**src/rtl/sram_port_arbiter.sv**
```systemverilog
`default_nettype none
// +--------------------------------------------------------------------------+
// | sram_port_arbiter: shares one SRAM controller between IF (read-only) and |
// | MEM (read/write) with per-port ready, latched read data and IF           |
// | starvation guard. Optional macro SRAM_ARB_RR_EN selects round-robin.     |
// | Revision: 1.0                                                            |
// +--------------------------------------------------------------------------+
module sram_port_arbiter #(
  parameter int IF_STARVE_LIMIT = 4,
  parameter int ADDR_W          = 32,
  parameter int DATA_W          = 32
) (
  input  logic              clk,
  input  logic              rst,
  input  logic              i_if_req,
  input  logic [ADDR_W-1:0] i_if_addr,
  output logic [DATA_W-1:0] o_if_rdata,
  output logic              o_if_ready,
  input  logic              i_mem_rd,
  input  logic              i_mem_wr,
  input  logic [ADDR_W-1:0] i_mem_addr,
  input  logic [DATA_W-1:0] i_mem_wdata,
  output logic [DATA_W-1:0] o_mem_rdata,
  output logic              o_mem_ready,
  output logic              o_ctl_read_en,
  output logic              o_ctl_write_en,
  output logic [ADDR_W-1:0] o_ctl_address,
  output logic [DATA_W-1:0] o_ctl_write_data,
  input  logic [DATA_W-1:0] i_ctl_read_data,
  input  logic              i_ctl_ready
);

  typedef enum logic [1:0] {
    IDLE      = 2'd0,
    GRANT_IF  = 2'd1,
    GRANT_MEM = 2'd2
  } state_t;

  state_t            r_state;
  logic              r_started;
  logic              r_ctl_read_en;
  logic              r_ctl_write_en;
  logic [ADDR_W-1:0] r_ctl_address;
  logic [DATA_W-1:0] r_ctl_write_data;
  logic [DATA_W-1:0] r_if_rdata;
  logic [DATA_W-1:0] r_mem_rdata;

  logic w_mem_req;
  logic w_complete;
  logic w_pick_if;

  assign w_mem_req  = i_mem_rd | i_mem_wr;
  assign w_complete = (r_state != IDLE) & r_started & i_ctl_ready;

`ifdef SRAM_ARB_RR_EN
  logic r_last_if;
  assign w_pick_if = i_if_req & (~w_mem_req | ~r_last_if);
`else
  localparam logic [3:0] c_starve_limit = 4'(IF_STARVE_LIMIT);
  logic [3:0] r_starve_cnt;
  assign w_pick_if = i_if_req & (~w_mem_req | (r_starve_cnt >= c_starve_limit));
`endif

  always_ff @(posedge clk or posedge rst) begin
    if (rst) begin
      r_state          <= IDLE;
      r_started        <= 1'b0;
      r_ctl_read_en    <= 1'b0;
      r_ctl_write_en   <= 1'b0;
      r_ctl_address    <= '0;
      r_ctl_write_data <= '0;
      r_if_rdata       <= '0;
      r_mem_rdata      <= '0;
`ifdef SRAM_ARB_RR_EN
      r_last_if        <= 1'b0;
`else
      r_starve_cnt     <= 4'd0;
`endif
    end else begin
      case (r_state)
        IDLE: begin
          r_started <= 1'b0;
          if (i_if_req | w_mem_req) begin
            if (w_pick_if) begin
              r_state        <= GRANT_IF;
              r_ctl_read_en  <= 1'b1;
              r_ctl_write_en <= 1'b0;
              r_ctl_address  <= i_if_addr;
`ifdef SRAM_ARB_RR_EN
              r_last_if      <= 1'b1;
`else
              r_starve_cnt   <= 4'd0;
`endif
            end else begin
              // A write wins over a simultaneous read request.
              r_state          <= GRANT_MEM;
              r_ctl_read_en    <= ~i_mem_wr;
              r_ctl_write_en   <= i_mem_wr;
              r_ctl_address    <= i_mem_addr;
              r_ctl_write_data <= i_mem_wdata;
`ifdef SRAM_ARB_RR_EN
              r_last_if        <= 1'b0;
`else
              if (i_if_req && (r_starve_cnt != 4'hF))
                r_starve_cnt <= r_starve_cnt + 4'd1;
`endif
            end
          end
        end
        GRANT_IF, GRANT_MEM: begin
          if (!i_ctl_ready) begin
            r_started <= 1'b1;
          end else if (r_started) begin
            r_state        <= IDLE;
            r_started      <= 1'b0;
            r_ctl_read_en  <= 1'b0;
            r_ctl_write_en <= 1'b0;
            if (r_ctl_read_en) begin
              if (r_state == GRANT_IF) r_if_rdata  <= i_ctl_read_data;
              else                     r_mem_rdata <= i_ctl_read_data;
            end
          end
        end
        default: r_state <= IDLE;
      endcase
    end
  end

  assign o_if_ready       = ~i_if_req  | ((r_state == GRANT_IF)  & w_complete);
  assign o_mem_ready      = ~w_mem_req | ((r_state == GRANT_MEM) & w_complete);
  assign o_if_rdata       = r_if_rdata;
  assign o_mem_rdata      = r_mem_rdata;
  assign o_ctl_read_en    = r_ctl_read_en;
  assign o_ctl_write_en   = r_ctl_write_en;
  assign o_ctl_address    = r_ctl_address;
  assign o_ctl_write_data = r_ctl_write_data;

endmodule
`default_nettype wire

```
**config.mk**
```make
export PLATFORM = sky130hd
export DESIGN_NAME = sram_port_arbiter
export DESIGN_NICKNAME = d
export VERILOG_FILES = /design/src/rtl/sram_port_arbiter.sv
export SDC_FILE = /design/constraint.sdc
export NUM_CORES = 1
export LEC_CHECK = 0
export CORE_MARGIN = 2
export CORE_UTILIZATION = 42
export CTS_CLUSTER_SIZE = 20
export DETAILED_ROUTE_END_ITERATION = 10
export GPL_TIMING_DRIVEN = 0
export PLACE_DENSITY = 0.81
export SLEW_MARGIN = 20
export SYNTH_ARGS = -nofsm -noshare
export SYNTH_HDL_FRONTEND = slang
export SYNTH_SLANG_ARGS = --single-unit
```
**constraint.sdc**
```tcl
create_clock -name clk -period 5.7 [get_ports clk]
set_input_delay 1.14 -clock clk [delete_from_list [all_inputs] [get_ports clk]]
set_output_delay 1.14 -clock clk [all_outputs]
set_load 0.03 [all_outputs]
```
==> impl_metrics.py, run 1 <==
metrics = {
    "layout": {
        "syn_to_final_growth_pct": 59.7,
        "drive_above_1_share_pct": 26.0,
        "multi_input_area_sq_um": 2210,
        "antenna_cells": 0,
        "fillers": 1001,
        "seqCellArea_sq_um": 3430,
        "nets": 820,
    },
    "routing": {
        "firstDrtPassIters": 4,
        "vias": 4201,
        "first_iter_violations": 152,
        "viasPerCell": 4.81,
        "wirelength_um": 14600,
        "ant_nets": 0,
        "post_drt_wl_per_cell_um": 16.8,
        "drc": 0,
    },
    "power": {
        "p_per_area_nw_per_um2": 580,
        "ir_drop_mv": 0.298,
        "p_leak_nw": 4.24,
    },
    "synthesis": {
        "syn-num-nets": 535,
        "async_reset_ff_share_pct": 100,
        "synth.area.mux_share_pct": 26.3,
        "synth_area_leaders": "dfrtp_1 59%, mux2_2 13%, mux2_4 7.5%",
        "synth_area_leader_cell": "dfrtp_1",
        "yosys_most_used_dff": "dfrtp_1",
        "syn_avg_cell_area_sq_um": 14.7,
        "synth_most_common_cell": "dfrtp_1",
        "synth_edf_count": 0,
        "synth_top_family_by_area": "multiplexers",
        "netlist_instances": 396,
        "ys_seq_area_share_pct": 58.9,
        "yosysWarnings": 0,
        "synth_fa_ha_area_share_pct": 1.07,
        "synthSimpleGateAreaFrac_pct": 3.93,
        "yosys-top-cells-count": "137 x dfrtp_1, 67 x mux2_2, 37 x nor2_1",
        "synth_xor_area_share_pct": 0,
        "synth_cell_type_count": 32,
        "synth_top_area_share_pct": 58.9,
        "ys_ff_latch": 137,
        "synth_area_sq_um": 5820,
        "synth_compound_area_share_pct": 6.62,
    },
    "timing": {
        "holdWs_ns": 0.486,
        "slew_headroom_pct": 66.3,
        "setup_viol": 0,
        "fin_setup_tns_ns": 0,
        "layout_min_cycle_time_ns": 3.91,
        "hold_viol": 0,
        "tightest_slew_ns": 0.506,
        "skew_ns": 0.00558,
        "period_share_pct": 68.5,
        "slew_violations": 0,
        "fmax_mhz": 256,
        "rsz0062_at_grt": "false",
    },
    "clock_network": {
        "cts_max_path_buffers": 2,
        "cts-root-buf": "clkbuf_16",
        "h-tree-depth": 4,
        "cts_resized": 0,
        "postCtsSetupRepairBufs": 0,
        "numCtsBuffers": 17,
        "insertion_delay_ns": 0.41,
        "cts_sinks": 137,
        "cts.clk_slew.worst_paths_ns": 0.05,
        "cts_hold_buf": 0,
        "cts_tree": "done",
    },
    "critical_path": {
        "crit_type": "input port to output port",
        "max_stage_delay_ns": 0.70,
        "endpoint_kind": "output port",
        "crit_top_cell": "clkdlybuf4s50_1",
        "crit_slowest_cell": "clkdlybuf4s50_1",
        "crit_chain": "clkdlybuf4s50_1 > nand2_1 > nor2_1 > a21o_2 > clkdlybuf4s50_1",
        "crit_path_max_fanout": 5,
        "start_kind": "input port",
        "required_ns": 4.56,
        "cp.arrival_ns": 2.77,
    },
    "global_route": {
        "grt.overflow.total": 0,
        "antenna_found_initial": 0,
        "grt_max_degree": 80,
        "grt_pass1_wl_um": 22700,
        "grt_pass1_vias": 4514,
        "grt_usage_pct": 20.0,
    },
    "placed_design": {
        "dp.final_hpwl_um": 11000,
        "place.gp.congestion": 0.791,
        "portBuffers": 265,
    },
    "die": {
        "start_util_pct": 42.4,
        "io_pins": 266,
        "fp.dieW_um": 122,
        "die_area_sq_um": 14800,
        "placementRows": 43,
        "core_area_sq_um": 13700,
        "die_h_um": 122,
    },
    "status": {
        "status": "finished clean",
    },
    "hold_path": {
        "min_path_type": "flop to flop",
    },
    "flow_run": {
        "drv_cap": 0,
    },
}
-- layout by cell type, fill, tap and decap left out, types with 2 or more instances in the layout --
cell type,count
mux2_4,29
ha_1,5
buf_8,3
buf_2,7
nor2_1,37
o21ai_0,4
clkdlybuf4s50_1,265
dfrtp_1,137
mux2_2,67
a21oi_2,30
mux2i_1,32
clkbuf_16,17
clkinv_2,4
clkbuf_1,4
a21oi_1,3
buf_4,6
buf_6,4
mux2_1,2
inv_1,3
nand2_1,10
bufinv_16,2
clkbuf_8,2
-- through the flow --
stage	cell area [sq um]	cells	setup slack (ns)	power, mW	util, %
finish	9300	873	1.79	5.40	67.8
global route	9300	873	1.71	5.67	67.8
CTS	9300	873	1.80	5.46	67.8
detailed placement	8740	842	1.81	4.38	63.7
global placement	8700	841	-0.786	4.30	63.4
floorplan	5820	396	0.892	3.29	-
-- registers in the layout (all words and copies together), names as in the netlist --
name              flops
o_ctl_write_data     32
o_if_rdata           32
o_mem_rdata          32
r_starve_cnt          4
r_state               2
o_ctl_address        32
r_started             1
o_ctl_write_en        1
o_ctl_read_en         1
-- power breakdown --
group          switching, mW  leakage [nW]  total (mW)  internal, mW
Combinational           1.46          2.25        2.75          1.29
Clock                  0.390         0.277        1.05         0.662
Sequential             0.226          1.71        1.60          1.37
-- cell families after synthesis --
kind of cell	Yosys count
AND/OR/NAND/NOR	54
adder cells (fa/ha/maj)	5
multiplexers	130
flip-flops	137
AO/OA/AOI/OAI	46
buffers and inverters	24
-- metal layers --
metal | part of all wire (%) | vias up | GRT usage, %
met5 | 0 | - | 0
met2 | 51 | 177 | 34.4
li1 | - | 1957 | -
met3 | 8.3 | 21 | 7.21
met1 | 39 | 2046 | 22.1
met4 | 2.4 | 0 | 8.84
-- cell type report --
class / instances / share of cell area (%)
Buffer: 20 / 1.83
Sequential cell: 137 / 36.9
Inverter: 4 / 0.242
Multi-Input combinational cell: 235 / 23.8
Clock inverter: 8 / 1.04
Tap cell: 180 / 2.42
Clock buffer: 23 / 5.03
Timing Repair Buffer: 266 / 28.8
-- path summary, 6_finish.rpt --
check | startpoint | slack, ns | end | cells after the start
max | i_ctl_ready | 1.79 | o_mem_ready | 5
min | r_started | 0.49 | r_started | 2
max reg2reg | r_state[1] | 3.60 | o_mem_rdata[9] | 6
min reg2reg | r_started | 0.49 | r_started | 2
max in group asynchronous | rst | 3.82 | r_state[0] | 3
min in group asynchronous | rst | 1.17 | o_ctl_write_data[13] | 2
-- worst max-delay path, delay by kind of cell --
kind,cells,cell delay (ns)
AO/OA/AOI/OAI,1,0.14
buffers and inverters,2,1.18
AND/OR/NAND/NOR,2,0.29
No activity file was read; power rests on OpenSTA's default activity.
==> inputs of run 2 (changes only) <==
==> constraint.sdc (replaced) <==
create_clock -name clk -period 3.6 [get_ports clk]
set_input_delay 0.72 -clock clk [delete_from_list [all_inputs] [get_ports clk]]
set_output_delay 0.72 -clock clk [all_outputs]
set_load 0.03 [all_outputs]
==> run 2 against run 1 <==
Against the previous run: via count unchanged; global-route usage rose by 0.37 points; sequential power up 57%; first-iteration DRC count down 5.9%; final cell count rose by 0.46%; sequential share of layout area down 0.32 points; design area increased by 0.89%; clock skew up 0.0024 ns.
==> impl_metrics.py, run 2 (synthesis gave the netlist of run 1 again) <==
metrics = {
    "clock_network": {
        "cts.clk_slew.worst_paths_ns": 0.06,
        "cts_sinks": 137,
        "cts_tree": "done",
        "cts_hold_buf": 0,
        "h-tree-depth": 4,
        "postCtsSetupRepairBufs": 0,
        "insertion_delay_ns": 0.41,
        "cts_resized": 0,
        "cts-root-buf": "clkbuf_16",
        "numCtsBuffers": 17,
        "cts_max_path_buffers": 2,
    },
    "power": {
        "ir_drop_mv": 0.452,
        "p_int_mw": 5.29,
        "p_per_area_nw_per_um2": 918,
        "p_leak_nw": 4.27,
        "p_sw_mw": 3.32,
        "p_seq_share_pct": 29.2,
        "pwr-share-comb_pct": 50.8,
        "pwr-share-clk_pct": 19.9,
        "swShare_pct": 38.6,
    },
    "routing": {
        "post_drt_wl_per_cell_um": 16.7,
        "dr.max_layer_used": "met4",
        "first_iter_violations": 143,
        "wirelength_um": 14700,
        "firstDrtPassIters": 4,
        "met1_length_um": 5560,
        "vias": 4201,
        "drc": 0,
        "ant_nets": 0,
        "met2_wirelength_um": 7530,
        "viasPerCell": 4.79,
        "wl_met3_um": 1180,
    },
    "critical_path": {
        "crit_type": "input port to output port",
        "cp.arrival_ns": 2.32,
        "crit_path_max_fanout": 5,
        "start_kind": "input port",
        "required_ns": 2.88,
        "endpoint_kind": "output port",
    },
    "timing": {
        "fin_setup_tns_ns": 0,
        "setup_viol": 0,
        "rsz0062_at_grt": "false",
        "period_share_pct": 84.5,
        "slew_headroom_pct": 58.1,
        "tightest_slew_ns": 0.628,
        "hold_viol": 0,
        "slew_violations": 0,
        "skew_ns": 0.00799,
        "layout_min_cycle_time_ns": 3.04,
        "fmax_mhz": 329,
    },
    "placed_design": {
        "dpl-instance-area_sq_um": 8790,
        "portBuffers": 265,
        "placed_cells": 845,
        "place.gp.congestion": 0.847,
        "dp.final_hpwl_um": 11400,
    },
    "global_route": {
        "grt.overflow.total": 0,
        "grt_max_degree": 36,
        "grt_pass1_wl_um": 22900,
        "grt_pass1_vias": 4475,
        "antenna_found_initial": 0,
        "grt_usage_pct": 20.3,
    },
    "die": {
        "fp.dieW_um": 122,
        "placementRows": 43,
        "die_h_um": 122,
        "core_area_sq_um": 13700,
        "die_area_sq_um": 14800,
        "io_pins": 266,
        "start_util_pct": 42.4,
    },
    "layout": {
        "drive_above_1_share_pct": 26.8,
        "fin_cells": 877,
        "final_cell_mix": "265 x clkdlybuf4s50_1, 137 x dfrtp_1, 67 x mux2_2",
        "nets": 823,
        "antenna_cells": 0,
        "fillers": 973,
        "design_area_sq_um": 9380,
        "syn_to_final_growth_pct": 61.1,
        "final_common_cell": "clkdlybuf4s50_1",
    },
    "flow_run": {
        "drv_cap": 0,
    },
    "status": {
        "status": "finished clean",
    },
    "hold_path": {
        "min_path_type": "flop to flop",
    },
}
-- run 2: changes by cell type in the layout (fill, tap and decap cells not counted), sizes merged --
cell | before | now
clkinvlp | 1 | 4
buf | 21 | 24
clkbuf | 23 | 21
-- run 2: power groups by stage --
| stage | logic (mW) | clock network (mW) | registers [mW] |
|---|---|---|---|
| final | 4.38 | 1.72 | 2.52 |
| after global routing | 4.62 | 1.83 | 2.60 |
| after CTS | 4.42 | 1.76 | 2.52 |
| after detailed placement | 4.41 | 0 | 2.54 |
| after global placement | 4.31 | 0 | 2.50 |
| after floorplan | 1.55 | 0 | 3.66 |
-- run 2: per-layer routing --
metal  vias up  GRT usage [%]
met1      2029           23.3
li1       1963              -
met2       182           34.9
met3        27           6.69
met4         0           8.48
met5         -              0
-- run 2: worst paths after layout --
kind	end	start	slack [ns]	depth (start not counted)
max in group asynchronous	o_if_rdata[31]	rst	2.14	4
min reg2reg	o_mem_rdata[24]	o_mem_rdata[24]	0.49	1
max reg2reg	o_mem_rdata[9]	r_state[1]	1.52	6
min	o_mem_rdata[24]	o_mem_rdata[24]	0.49	1
max	o_mem_ready	i_ctl_ready	0.56	5
min in group asynchronous	o_if_rdata[1]	rst	0.75	2
-- run 2: stage by stage --
stage | worst slack, ns | util [%] | hold slack, ns | power, mW
6_report | 0.558 | 68.4 | 0.494 | 8.61
5_1_grt | 0.437 | 68.4 | 0.515 | 9.05
4_1_cts | 0.566 | 68.4 | 0.499 | 8.70
3_5_place_dp | 0.574 | 64.1 | 0.486 | 6.95
3_3_place_gp | 0.0561 | 63.4 | 0.468 | 6.81
2_1_floorplan | 1.17 | - | 0.450 | 5.21
-- run 2: final cells by class --
type,instances,area [sq um],share of cell area (%)
sequential,137,3430,36.5
timing repair buffer,269,2740,29.2
multi-input combinational,235,2210,23.5
clock buffer,21,470,5.01
tap,180,225,2.40
buffer,20,170,1.81
clock inverter,11,120,1.28
inverter,4,18.8,0.200
-- run 2: worst max-delay path: stages --
cell and delay (ns):
clkdlybuf4s50_1 0.48, nand2_1 0.14, nor2_1 0.15, a21o_2 0.14, clkdlybuf4s50_1 0.69
==> inputs of run 3 (changes only) <==
--- a/config.mk
+++ b/config.mk
@@ -6,11 +6,11 @@
 export NUM_CORES = 1
 export LEC_CHECK = 0
 export CORE_MARGIN = 2
-export CORE_UTILIZATION = 42
+export CORE_UTILIZATION = 38
 export CTS_CLUSTER_SIZE = 20
 export DETAILED_ROUTE_END_ITERATION = 10
 export GPL_TIMING_DRIVEN = 0
-export PLACE_DENSITY = 0.81
+export PLACE_DENSITY = 0.77
 export SLEW_MARGIN = 20
 export SYNTH_ARGS = -nofsm -noshare
 export SYNTH_HDL_FRONTEND = slang
==> constraint.sdc (replaced) <==
create_clock -name clk -period 2.5 [get_ports clk]
set_input_delay 0.5 -clock clk [delete_from_list [all_inputs] [get_ports clk]]
set_output_delay 0.5 -clock clk [all_outputs]
set_load 0.03 [all_outputs]
==> run 3 against run 2 <==
Against the previous run: global-route usage down 1.3 points; first-iteration DRC count down 41%; sequential power increased by 44%; largest cell class unchanged.
==> impl_metrics.py, run 3 (synthesis gave the netlist of run 1 again) <==
metrics = {
    "critical_path": {
        "start_kind": "flop",
        "critPathTopFamily": "buffers and inverters",
        "crit_buf_inv": 2,
        "crit_chain": "inv_1 > ha_1 > nor2_1 > a21o_1 > clkdlybuf4s15_1",
        "crit_start": "r_state[0]",
        "crit_type": "flop to output port",
        "reg2reg_from": "r_state[0]",
        "r2r_end": "o_mem_rdata[26]",
        "crit_slowest_cell": "dfrtp_1",
        "max_stage_delay_ns": 0.40,
        "cp.arrival_ns": 1.86,
        "r2r_cells": 6,
        "r2r_slack_ns": 0.44,
        "required_ns": 2.00,
        "endpoint_kind": "output port",
        "crit_path_max_fanout": 7,
    },
    "layout": {
        "antenna_cells": 0,
        "drive_above_1_share_pct": 27.1,
        "final_common_cell": "clkdlybuf4s50_1",
        "syn_to_final_growth_pct": 61.8,
        "final_cell_mix": "263 x clkdlybuf4s50_1, 137 x dfrtp_1, 67 x mux2_2",
        "design_area_sq_um": 9420,
        "nets": 823,
        "final_util_pct": 62.4,
    },
    "timing": {
        "slew_headroom_pct": 61.6,
        "setup_viol": 0,
        "rsz0062_at_grt": "false",
        "period_share_pct": 94.4,
        "fmax_mhz": 424,
        "fin_ws_ns": 0.139,
        "holdWs_ns": 0.501,
        "tightest_slew_ns": 0.575,
        "layout_min_cycle_time_ns": 2.36,
        "hold_viol": 0,
        "skew_ns": 0.0101,
        "slew_violations": 0,
    },
    "global_route": {
        "grt.overflow.total": 0,
        "antenna_found_initial": 0,
        "grt_pass1_wl_um": 24200,
        "grt_pass1_vias": 4651,
        "grt_usage_pct": 19.0,
        "grt_max_degree": 34,
    },
    "die": {
        "core_area_sq_um": 15100,
        "io_pins": 266,
        "die_h_um": 128,
        "die_area_sq_um": 16300,
        "fp.dieW_um": 128,
        "placementRows": 45,
        "start_util_pct": 38.6,
    },
    "power": {
        "p_per_area_nw_per_um2": 1340,
        "ir_drop_mv": 0.639,
        "p_total_mw": 12.6,
        "p_leak_nw": 4.28,
    },
    "placed_design": {
        "place.gp.congestion": 0.766,
        "dp.final_hpwl_um": 11700,
        "dpl-instance-area_sq_um": 8790,
        "place_ws_ns": -0.0966,
        "portBuffers": 265,
    },
    "clock_network": {
        "h-tree-depth": 4,
        "cts-root-buf": "clkbuf_16",
        "cts_tree": "done",
        "cts_sinks": 137,
        "numCtsBuffers": 17,
        "cts_max_path_buffers": 2,
        "cts.clk_slew.worst_paths_ns": 0.06,
        "insertion_delay_ns": 0.41,
    },
    "flow_run": {
        "drv_cap": 0,
    },
    "hold_path": {
        "min_path_type": "flop to flop",
        "min_path_cells": 1,
        "hold_end": "o_mem_rdata[29]",
        "min-delay-start": "o_mem_rdata[29]",
    },
    "routing": {
        "drc": 0,
        "firstDrtPassIters": 4,
        "post_drt_wl_per_cell_um": 17.0,
        "vias": 4227,
        "wirelength_um": 15100,
        "ant_nets": 0,
        "viasPerCell": 4.78,
        "first_iter_violations": 84,
    },
    "status": {
        "status": "finished clean",
    },
}
run 3: what timing repair did:
item | in CTS | in global routing
hold buffers | 0 | 0
buffers inserted | 0 | 0
hold endpoints to repair | 0 | 0
gates resized for setup | 2 | 3
setup endpoints to repair | 2 | 2
gates cloned | 0 | 0
pin swaps | 0 | 0
run 3: how the worst max path moves through the flow:
stage / to / slack [ns] / depth (start not counted)
5_1_grt: o_if_ready / 0.02 / 5
3_3_place_gp: o_ctl_write_data[21] / -0.87 / 2
2_1_floorplan: o_ctl_address[0] / 0.29 / 1
6_report: o_if_ready / 0.14 / 5
3_5_place_dp: o_if_ready / -0.1 / 5
4_1_cts: o_if_ready / 0.07 / 5
run 3: cell type report:
| cell class | count | area (sq um) |
|---|---|---|
| Buffer | 20 | 170 |
| Timing Repair Buffer | 269 | 2730 |
| Clock buffer | 18 | 439 |
| Fill cell | 1175 | 5670 |
| Inverter | 4 | 18.8 |
| Multi-Input combinational cell | 235 | 2210 |
| Tap cell | 188 | 235 |
| Clock inverter | 14 | 193 |
| Sequential cell | 137 | 3430 |
run 3: per-layer routing:
| layer | wire length [um] | global-route usage [%] |
|---|---|---|
| met1 | 5800 | 21.2 |
| met2 | 8000 | 34.5 |
| met3 | 982 | 5.88 |
| met4 | 272 | 6.33 |
| met5 | 0 | 0 |
run 3: metrics by stage:
stage / setup TNS, ns / cells
finish: 0 / 885
CTS: 0 / 885
floorplan: 0 / 396
global route: 0 / 885
detailed placement: -0.185 / 853
global placement: -118.24 / 849
run 3: where the power goes:
group | internal (mW) | switching (mW) | total (mW)
clock | 1.70 | 0.962 | 2.66
combinational | 2.95 | 3.37 | 6.32
sequential | 3.12 | 0.510 | 3.63
total | 7.77 | 4.84 | 12.6
run 3: worst reg2reg max path, cell delays in order (launching register included):
cell and delay, ns:
dfrtp_1 0.40, inv_1 0.09, ha_1 0.39, nand2_1 0.11
nor3_2 0.31, buf_4 0.28, mux2_2 0.37
